### config.mk
export PLATFORM = sky130hd
export DESIGN_NAME = sid_dsm_dac_flat
export DESIGN_NICKNAME = d
export VERILOG_FILES = /design/src/rtl/sid_dsm_dac_if.sv /design/src/rtl/sid_dsm_dac.sv /design/src/flat_wrapper.sv
export SDC_FILE = /design/constraint.sdc
export NUM_CORES = 1
export LEC_CHECK = 0
export CAP_MARGIN = 15
export CORE_UTILIZATION = 50
export CTS_BUF_LIST = sky130_fd_sc_hd__clkbuf_4
export CTS_CLUSTER_SIZE = 12
export DETAILED_ROUTE_END_ITERATION = 7
export PLACE_DENSITY = 0.69
export SKIP_CTS_REPAIR_TIMING = 1
export SYNTH_ARGS = -nofsm -noshare
export SYNTH_HDL_FRONTEND = slang
export SYNTH_SLANG_ARGS = --single-unit
### constraint.sdc
create_clock -name clk -period 8.2 [get_ports clk]
set_input_delay 0.82 -clock clk [delete_from_list [all_inputs] [get_ports clk]]
set_output_delay 0.82 -clock clk [all_outputs]
set_load 0.01 [all_outputs]
### src/rtl/sid_dsm_dac_if.sv
// Audio path between the voice mixer and the delta-sigma output stage.
interface sid_dsm_dac_if;
    logic [7:0] sample;
    logic       enable;
    logic       dout;
    logic       muted;
    logic       ramping;

    modport master (
        output sample,
        output enable,
        input  dout,
        input  muted,
        input  ramping
    );

    modport slave (
        input  sample,
        input  enable,
        output dout,
        output muted,
        output ramping
    );
endinterface

### src/rtl/sid_dsm_dac.sv
// Second-order delta-sigma audio DAC with a click-free gain ramp around midscale.
module sid_dsm_dac #(
    parameter int unsigned DIV       = 255,
    parameter int unsigned RAMP_STEP = 1
) (
    input  logic         clk,
    input  logic         rst_n,
    sid_dsm_dac_if.slave bus
);

    localparam int unsigned CNT_W  = 16;
    localparam int unsigned GAIN_W = 9;
    localparam int unsigned ACC_W  = 14;
    localparam int unsigned SUM_W  = 16;
    localparam int unsigned PROD_W = 19;

    localparam logic [GAIN_W-1:0] GAIN_UNITY = GAIN_W'(256);
    localparam logic [GAIN_W:0]   STEP_G     = (GAIN_W + 1)'(RAMP_STEP);

    typedef enum logic [1:0] {
        MUTED,
        RAMP_UP,
        RUN,
        RAMP_DOWN
    } state_t;

    logic [CNT_W-1:0]        count;
    logic                    tick_c;
    state_t                  state;
    state_t                  state_dir_c;
    logic [GAIN_W-1:0]       gain;
    logic [GAIN_W:0]         gain_up_c;
    logic [7:0]              samp_r;
    logic                    muted_r;
    logic                    ramping_r;
    logic                    dout_r;
    logic signed [8:0]       centered_c;
    logic signed [PROD_W-1:0] prod_c;
    logic signed [ACC_W-1:0] u_c;
    logic signed [ACC_W-1:0] y_c;
    logic signed [ACC_W-1:0] i1;
    logic signed [ACC_W-1:0] i2;
    logic signed [SUM_W-1:0] sum1_c;
    logic signed [SUM_W-1:0] sum2_c;
    logic signed [ACC_W-1:0] i1_nx_c;
    logic signed [ACC_W-1:0] i2_nx_c;

    // Clamp an integrator sum to +/-8191 so it can never wrap.
    function automatic logic signed [ACC_W-1:0] sat(input logic signed [SUM_W-1:0] v);
        if (v > 16'sd8191)
            return 14'sd8191;
        else if (v < -16'sd8191)
            return -14'sd8191;
        else
            return ACC_W'(v);
    endfunction

    assign tick_c = (count == CNT_W'(DIV - 1));

    // Sample/gain tick divider.
    always_ff @(posedge clk or negedge rst_n) begin
        if (!rst_n)
            count <= '0;
        else if (tick_c)
            count <= '0;
        else
            count <= count + CNT_W'(1);
    end

    // Latch the mixed sample once per tick; midscale is silence.
    always_ff @(posedge clk or negedge rst_n) begin
        if (!rst_n)
            samp_r <= 8'h80;
        else if (tick_c)
            samp_r <= bus.sample;
    end

    // Ramp direction follows enable every clock; a tick then steps gain that way.
    always_comb begin
        state_dir_c = state;
        case (state)
            MUTED:     if (bus.enable)  state_dir_c = RAMP_UP;
            RAMP_UP:   if (!bus.enable) state_dir_c = RAMP_DOWN;
            RUN:       if (!bus.enable) state_dir_c = RAMP_DOWN;
            RAMP_DOWN: if (bus.enable)  state_dir_c = RAMP_UP;
            default:   state_dir_c = MUTED;
        endcase
    end

    assign gain_up_c = {1'b0, gain} + STEP_G;

    // Mute FSM, gain ramp and registered status flags.
    always_ff @(posedge clk or negedge rst_n) begin
        if (!rst_n) begin
            state     <= MUTED;
            gain      <= '0;
            muted_r   <= 1'b1;
            ramping_r <= 1'b0;
        end else begin
            muted_r   <= (state == MUTED) && (gain == '0);
            ramping_r <= (state == RAMP_UP) || (state == RAMP_DOWN);
            state     <= state_dir_c;
            if (tick_c) begin
                case (state_dir_c)
                    RAMP_UP: begin
                        if (gain_up_c >= (GAIN_W + 1)'(256)) begin
                            gain  <= GAIN_UNITY;
                            state <= RUN;
                        end else begin
                            gain <= gain_up_c[GAIN_W-1:0];
                        end
                    end
                    RAMP_DOWN: begin
                        if ({1'b0, gain} <= STEP_G) begin
                            gain  <= '0;
                            state <= MUTED;
                        end else begin
                            gain <= gain - STEP_G[GAIN_W-1:0];
                        end
                    end
                    RUN:     gain <= GAIN_UNITY;
                    default: gain <= '0;
                endcase
            end
        end
    end

    // Gain-scaled signed input; arithmetic shift floors toward -inf.
    always_comb begin
        centered_c = $signed({1'b0, samp_r}) - 9'sd128;
        prod_c     = PROD_W'(centered_c) * PROD_W'($signed({1'b0, gain}));
        u_c        = ACC_W'(prod_c >>> 8);
    end

    // Feedback level and saturating integrator updates.
    always_comb begin
        y_c     = dout_r ? 14'sd128 : -14'sd128;
        sum1_c  = SUM_W'(i1) + SUM_W'(u_c) - SUM_W'(y_c);
        sum2_c  = SUM_W'(i2) + SUM_W'(i1) - SUM_W'(y_c);
        i1_nx_c = sat(sum1_c);
        i2_nx_c = sat(sum2_c);
    end

    // Modulator state and 1-bit quantiser.
    always_ff @(posedge clk or negedge rst_n) begin
        if (!rst_n) begin
            i1     <= '0;
            i2     <= '0;
            dout_r <= 1'b0;
        end else begin
            i1     <= i1_nx_c;
            i2     <= i2_nx_c;
            dout_r <= !i2_nx_c[ACC_W-1];
        end
    end

    assign bus.dout    = dout_r;
    assign bus.muted   = muted_r;
    assign bus.ramping = ramping_r;

endmodule
### src/flat_wrapper.sv
// flat-port wrapper written by rule: the top's interface ports become plain ports
module sid_dsm_dac_flat 
#(
    parameter int unsigned DIV       = 255,
    parameter int unsigned RAMP_STEP = 1
)
  (clk, rst_n, bus_sample, bus_enable, bus_dout, bus_muted, bus_ramping);
  sid_dsm_dac_if bus_i ();
  input  logic clk;
  input  logic rst_n;
  input wire logic [$bits(bus_i.sample)-1:0] bus_sample;
  input wire logic [$bits(bus_i.enable)-1:0] bus_enable;
  output wire logic [$bits(bus_i.dout)-1:0] bus_dout;
  output wire logic [$bits(bus_i.muted)-1:0] bus_muted;
  output wire logic [$bits(bus_i.ramping)-1:0] bus_ramping;
  assign bus_i.sample = bus_sample;
  assign bus_i.enable = bus_enable;
  assign bus_dout = bus_i.dout;
  assign bus_muted = bus_i.muted;
  assign bus_ramping = bus_i.ramping;
  sid_dsm_dac #(.DIV(DIV), .RAMP_STEP(RAMP_STEP)) u_core (.clk(clk), .rst_n(rst_n), .bus(bus_i));
endmodule
After elaboration in Yosys (flattened, before gate mapping)
Index checks and enable logic that the tools add are counted.
{"block": "totals", "regBits": 66, "output_inout_bits": 3, "input_bits": 11}
{"block": "op_classes", "multipliers": 1, "n_eq_ne": 7, "addsub": 8, "mux": 16, "n_reduce_logical": 7, "magnitude_cmp": 6}
{"cell": "14-bit 2-to-1 mux", "n": 5}
{"cell": "16-bit by 14-bit > comparator with 1-bit output (second input constant)", "n": 2}
{"cell": "16-bit by 14-bit < comparator with 1-bit output (second input constant)", "n": 2}
{"cell": "15-bit by 14-bit subtractor with 16-bit output", "n": 2}
{"cell": "9-bit case mux with 3 select lines", "n": 1}
{"cell": "9-bit by 10-bit multiplier with 19-bit output", "n": 1}
{"cell": "9-bit 2-to-1 mux", "n": 2}
{"cell": "16-bit by 1-bit adder with 16-bit output (second input constant)", "n": 1}
{"cell": "16-bit by 8-bit == test with 1-bit output (second input constant)", "n": 1}
{"cell": "16-bit 2-to-1 mux", "n": 1}
{"cell": "14-bit by 11-bit adder with 15-bit output", "n": 1}
{"cell": "14-bit by 14-bit adder with 15-bit output", "n": 1}
{"cell": "9-bit by 1-bit adder with 10-bit output (second input constant)", "n": 1}
{"cell": "10-bit by 9-bit greater-or-equal comparator with 1-bit output (second input constant)", "n": 1}
{"cell": "2-bit 2-to-1 mux", "n": 5}
{"cell": "9-bit by 1-bit less-or-equal comparator with 1-bit output (second input constant)", "n": 1}
{"cell": "9-bit logical NOT", "n": 1}
{"cell": "8-bit by 8-bit subtractor with 9-bit output (second input constant)", "n": 1}
{"cell": "9-bit by 1-bit subtractor with 9-bit output (second input constant)", "n": 1}
{"cell": "2-bit == test (second input constant)", "n": 4}
{"cell": "2-bit case mux with 2 select lines", "n": 2}
{"cell": "2-bit by 1-bit == test with 1-bit output (second input constant)", "n": 2}
{"cell": "2-bit OR reduction", "n": 2}
{"cell": "2-bit logical NOT", "n": 1}
{"cell": "other kinds (3)", "n": 3}

Depth between registers and ports, before layout
{"block": "depth", "depth_word": 7, "ltp_mapped": 34}

Worst setup path before layout
No wires, ideal clock.
{"block": "synth_timing", "kind": "register -> register", "startpoint": "reg u_core.gain[0]", "endpoint": "reg u_core.i1[0]", "period_less_slack_ns": 7.965, "path_stages_with_launch": 32, "setup_slack_ns": 0.235, "n_path_buf": 1, "setup_ns": 0.118, "arrival_time_ns": 7.847, "cell_sequence": "dfrtp_1 > clkbuf_1 > inv_1 > nand2_1 > fa_1 > fa_1 > inv_1 > fa_1 > fa_1 > inv_1 > fa_1 > inv_1 > ha_1 > nand2_1 > or4_1 > a41oi_1 > o21a_1 > nor2_1 > nor2b_1 > a21boi_0 > xnor2_1 > fa_1 > inv_1 > ha_1 > nand3_1 > a2111oi_1 > o311ai_0 > and3b_1 > xor2_1 > inv_1 > or3_1 > a21o_1"}
{"block": "synth_between", "elab_chain_cells": 6, "word_cells_on_any_way": 7, "cone_classes": "add/sub: 2; mul: 1; order compare: 2; mux: 2"}
{"item": "start, declared", "line": "sid_dsm_dac.sv:31", "rtl": "logic [GAIN_W-1:0] gain;"}
{"item": "start signal, assigned", "line": "sid_dsm_dac.sv:110", "rtl": "gain <= gain_up_c[GAIN_W-1:0];"}
{"item": "start signal, assigned", "line": "sid_dsm_dac.sv:118", "rtl": "gain <= gain - STEP_G[GAIN_W-1:0];"}
{"item": "9-bit by 10-bit multiplier with 19-bit output (*)", "line": "sid_dsm_dac.sv:131", "rtl": "prod_c = PROD_W'(centered_c) * PROD_W'($signed({1'b0, gain}));"}
{"item": "14-bit by 11-bit adder with 15-bit output (*)", "line": "sid_dsm_dac.sv:138", "rtl": "sum1_c = SUM_W'(i1) + SUM_W'(u_c) - SUM_W'(y_c);"}
{"item": "15-bit by 14-bit subtractor with 16-bit output (*)", "line": "sid_dsm_dac.sv:138"}
{"item": "16-bit by 14-bit < comparator with 1-bit output", "line": "sid_dsm_dac.sv:52", "rtl": "else if (v < -16'sd8191)"}
{"item": "14-bit 2-to-1 mux", "line": "sid_dsm_dac.sv:52"}
{"item": "14-bit 2-to-1 mux (*)", "line": "sid_dsm_dac.sv:50", "rtl": "if (v > 16'sd8191)"}
{"item": "net u_core.i1_nx_c[0]", "line": "sid_dsm_dac.sv:45", "rtl": "logic signed [ACC_W-1:0] i1_nx_c;"}
{"item": "end signal, assigned", "line": "sid_dsm_dac.sv:151", "rtl": "i1 <= i1_nx_c;"}
{"item": "end, declared", "line": "sid_dsm_dac.sv:41", "rtl": "logic signed [ACC_W-1:0] i1;"}
The timed path passes the listed nets; every way through them passes the cells marked *.
A chain may end at the register's enable or synchronous reset.

Worst setup path after layout
{"block": "layout_timing", "startpoint": "reg u_core.samp_r[7]", "endpoint": "reg u_core.i1[1]"}
{"block": "layout_between", "elab_chain_cells": 7, "word_cells_on_any_way": 8, "cone_classes": "add/sub: 3; mul: 1; order compare: 2; mux: 2"}
{"item": "start, declared", "line": "sid_dsm_dac.sv:33", "rtl": "logic [7:0] samp_r;"}
{"item": "start signal, assigned", "line": "sid_dsm_dac.sv:75", "rtl": "samp_r <= bus.sample;"}
{"item": "8-bit by 8-bit subtractor with 9-bit output (*)", "line": "sid_dsm_dac.sv:130", "rtl": "centered_c = $signed({1'b0, samp_r}) - 9'sd128;"}
{"item": "9-bit by 10-bit multiplier with 19-bit output (*)", "line": "sid_dsm_dac.sv:131"}
{"item": "14-bit by 11-bit adder with 15-bit output (*)", "line": "sid_dsm_dac.sv:138"}
{"item": "15-bit by 14-bit subtractor with 16-bit output (*)", "line": "sid_dsm_dac.sv:138"}
{"item": "16-bit by 14-bit < comparator with 1-bit output", "line": "sid_dsm_dac.sv:52"}
{"item": "14-bit 2-to-1 mux", "line": "sid_dsm_dac.sv:52"}
{"item": "14-bit 2-to-1 mux (*)", "line": "sid_dsm_dac.sv:50"}
{"item": "net u_core.i1_nx_c[1]", "line": "sid_dsm_dac.sv:45"}
Marked as above.

==> flow_summary_export.csv <==
group,metric,value,unit
timing,max_freq,127.3,MHz
clocking,clk_path_buf_depth,2,
yosys,synthTopCellsByCount,"inv_1, ha_1, nand2_1",
setup_path,critical_path_peak_fanout,5,
place,port_buffers,13,
yosys,synth_compound_gate_area_share,0.1558,
timing,slew_headroom,0.2580,
global_routing,first_global_vias,5759,
yosys,yosys.area.top_type,"dfrtp_1",
hold_path,min_path_type,"flop to flop",
yosys,synthCells,878,
setup_path,worstSetupPathType,"flop to flop",
yosys,synth_xor_area_frac,0.04989,
routing,drt-initial-drc-count,475,
hold_path,hold_depth,1,
cells_and_area,finalNetCount,1072,
setup_path,slowest_stage,"dfstp_2",
routing,vias,6104,
setup_path,r2r.worst_path.cells,31,
timing,max_slew.worst_pin.slew,1.113,ns
routing,first_pass_iters,5,
cells_and_area,diodes,0,
setup_path,crit_top_cell,"fa_1",
job,cap_violations,0,
cells_and_area,drive_gt1_frac,0.08204,
yosys,yosysWarnings,0,
yosys,synthTopCellsByArea,"dfrtp_1, ha_1, fa_1, inv_1, nand2_1",
routing,routedWlPerCell,14.97,um
timing,fin_crit_sh,0.9581,
cells_and_area,syn_to_final_growth,8.278,%
global_routing,grt_pass1_wl,27.77,mm
clocking,cts_made_buffers,9,
timing,period_needed,7.856,ns
die,io-pin-count,14,
yosys,synth.distinct_cells,75,
routing,drc,0,
global_routing,antenna_found_initial,0,
yosys,ys_ff_latch,66,
die,die_x,126.3,um
routing,wirelength,16.31,mm
die,die-area,15950,um2
clocking,cts_tree,"done",
global_routing,grt_max_degree,67,
yosys,synth_top_family_by_area,"adder cells",
timing,drv_slew,0,
die,start_util,0.5100,
global_routing,overflow,0,
clocking,clk_pin_slew_worst_paths,0.12,ns
clocking,clock_sinks,66,
place,routabilityCongestion,0.8656,
yosys,yosysMostFrequentCell,"inv_1",
yosys,yosysTopAreaCellShare,0.2074,
cells_and_area,fin_util,0.5522,
timing,setup_viol,0,
routing,vias_per_cell,5.600,
yosys,synthArstFlopShare,1.000,
yosys,yosys_most_used_dff,"dfrtp_1",
setup_path,crit_required,8.54,ns
yosys,netlist_area,7724,um2
yosys,synth_edf_count,0,
setup_path,reg2reg_from,"u_core.samp_r[7]$_DFFE_PN1N_",
place,dp_hpwl,12.64,mm
setup_path,crit_start,"u_core.samp_r[7]$_DFFE_PN1N_",
yosys,muxShareOfSynthArea,0.002754,
hold_path,whs_endpoint,"u_core.count[15]$_DFF_PN0_",
hold_path,hold_start,"u_core.count[15]$_DFF_PN0_",
global_routing,track_usage,0.2174,
yosys,synth-simple-area-share,0.1822,
setup_path,cp.arrival,8.20,ns
yosys,ys_seq_area_frac,0.2142,
outcome,status,"finished clean",
setup_path,critPathLaunchType,"flop",
timing,hold_violations,0,
setup_path,r2r-end,"u_core.i1[1]$_DFF_PN0_",
die,dieHeight,126.3,um
clocking,root_buffer,"clkbuf_4",
clocking,clk_latency,0.46,ns
yosys,avgSynthCellArea,8.797,um2
die,fp.coreArea,15150,um2
routing,postRouteAntennaNets,0,
timing,setup_tns,0,ns
setup_path,cp-end-kind,"flop",
yosys,synth-adder-area-share,0.3250,
timing,finClkSkew,0.02023,ns
die,num_rows,45,
yosys,syn_nets,1053,
setup_path,max_stage_delay,0.55,ns
setup_path,r2r_slack,0.34,ns
clocking,h-tree-depth,3,
worst max-delay path: cells and delay by family (launching register included):
family,cells,cell delay (ns)
AOI/OAI and AO/OA,7,1.31
and+or+nand+nor,9,1.56
adders and majority gates,8,3.66
DFF,1,0.55
buffers and inverters,6,0.49
xor gates and xnor gates,1,0.15
routing by layer:
metal	track usage	vias up	wire length, um
met5	0	-	0
met1	0.3238	2983	8342
met4	0.06591	0	216
li1	-	3012	-
met3	0.02634	13	474
met2	0.3295	96	7281
cells by family after synthesis:
| family | after synthesis |
|---|---|
| AND/OR/NAND/NOR | 276 |
| AO/OA/AOI/OAI | 185 |
| adder cells (fa/ha/maj) | 164 |
| buffers and inverters | 141 |
| flip-flops | 66 |
| XOR/XNOR | 44 |
| multiplexers | 2 |
cell type report:
cell class | instances | area (um2)
inverter | 114 | 427.9
tap | 188 | 235.2
timing repair buffer | 35 | 290.3
clock inverter | 6 | 91.34
fill | 1358 | 6783
clock buffer | 10 | 75.07
sequential | 66 | 1654
multi-input combinational | 671 | 5589
worst max path at each step:
stage                             endpoint  cells past startpoint  slack [ns]
global route        u_core.i1[1]$_DFF_PN0_                     31       -0.08
floorplan           u_core.i1[0]$_DFF_PN0_                     31        0.23
detailed placement  u_core.i1[0]$_DFF_PN0_                     32        0.12
finish              u_core.i1[1]$_DFF_PN0_                     31        0.34
CTS                 u_core.i1[0]$_DFF_PN0_                     32        0.04
global placement    u_core.i1[2]$_DFF_PN0_                     31        0.29
registers in the layout, summed over array words and instances (netlist names), 2 cells and up:
register,cells
u_core.i2,14
u_core.count,16
u_core.state,2
u_core.gain,9
u_core.i1,14
u_core.samp_r,8
per-stage QoR:
step | hold WS (ns) | area (um2) | setup slack [ns] | instances
global route | 0.4918 | 8363 | -0.07732 | 1090
CTS | 0.4727 | 8294 | 0.03867 | 1089
finish | 0.4684 | 8363 | 0.3436 | 1090
detailed placement | 0.4546 | 8128 | 0.1184 | 1073
floorplan | 0.4345 | 7724 | 0.2349 | 878
global placement | 0.4560 | 8128 | 0.2939 | 1073
cell usage in the layout, fill, tap and decap left out, types with 6 or more instances in the layout:
cell and n:
xor2_1 23, nor3_1 12, or2_2 7, nor2_1 49, o21a_1 7, nor2b_1 13, a21oi_1 50, xnor2_1 20
buf_4 22, nand3_1 17, o21ai_0 56, and2_1 40, fa_1 61, ha_1 102, a21o_1 7, dfrtp_1 64
nand2_1 84, clkbuf_4 10, and3_1 7, o211ai_1 6, inv_1 113, nand4_1 6, clkdlybuf4s50_1 12, nand2b_1 10
Power is left out: the tool's default activity adds up to more than one toggle a clock period on the data nets, which glitch-free logic cannot reach.
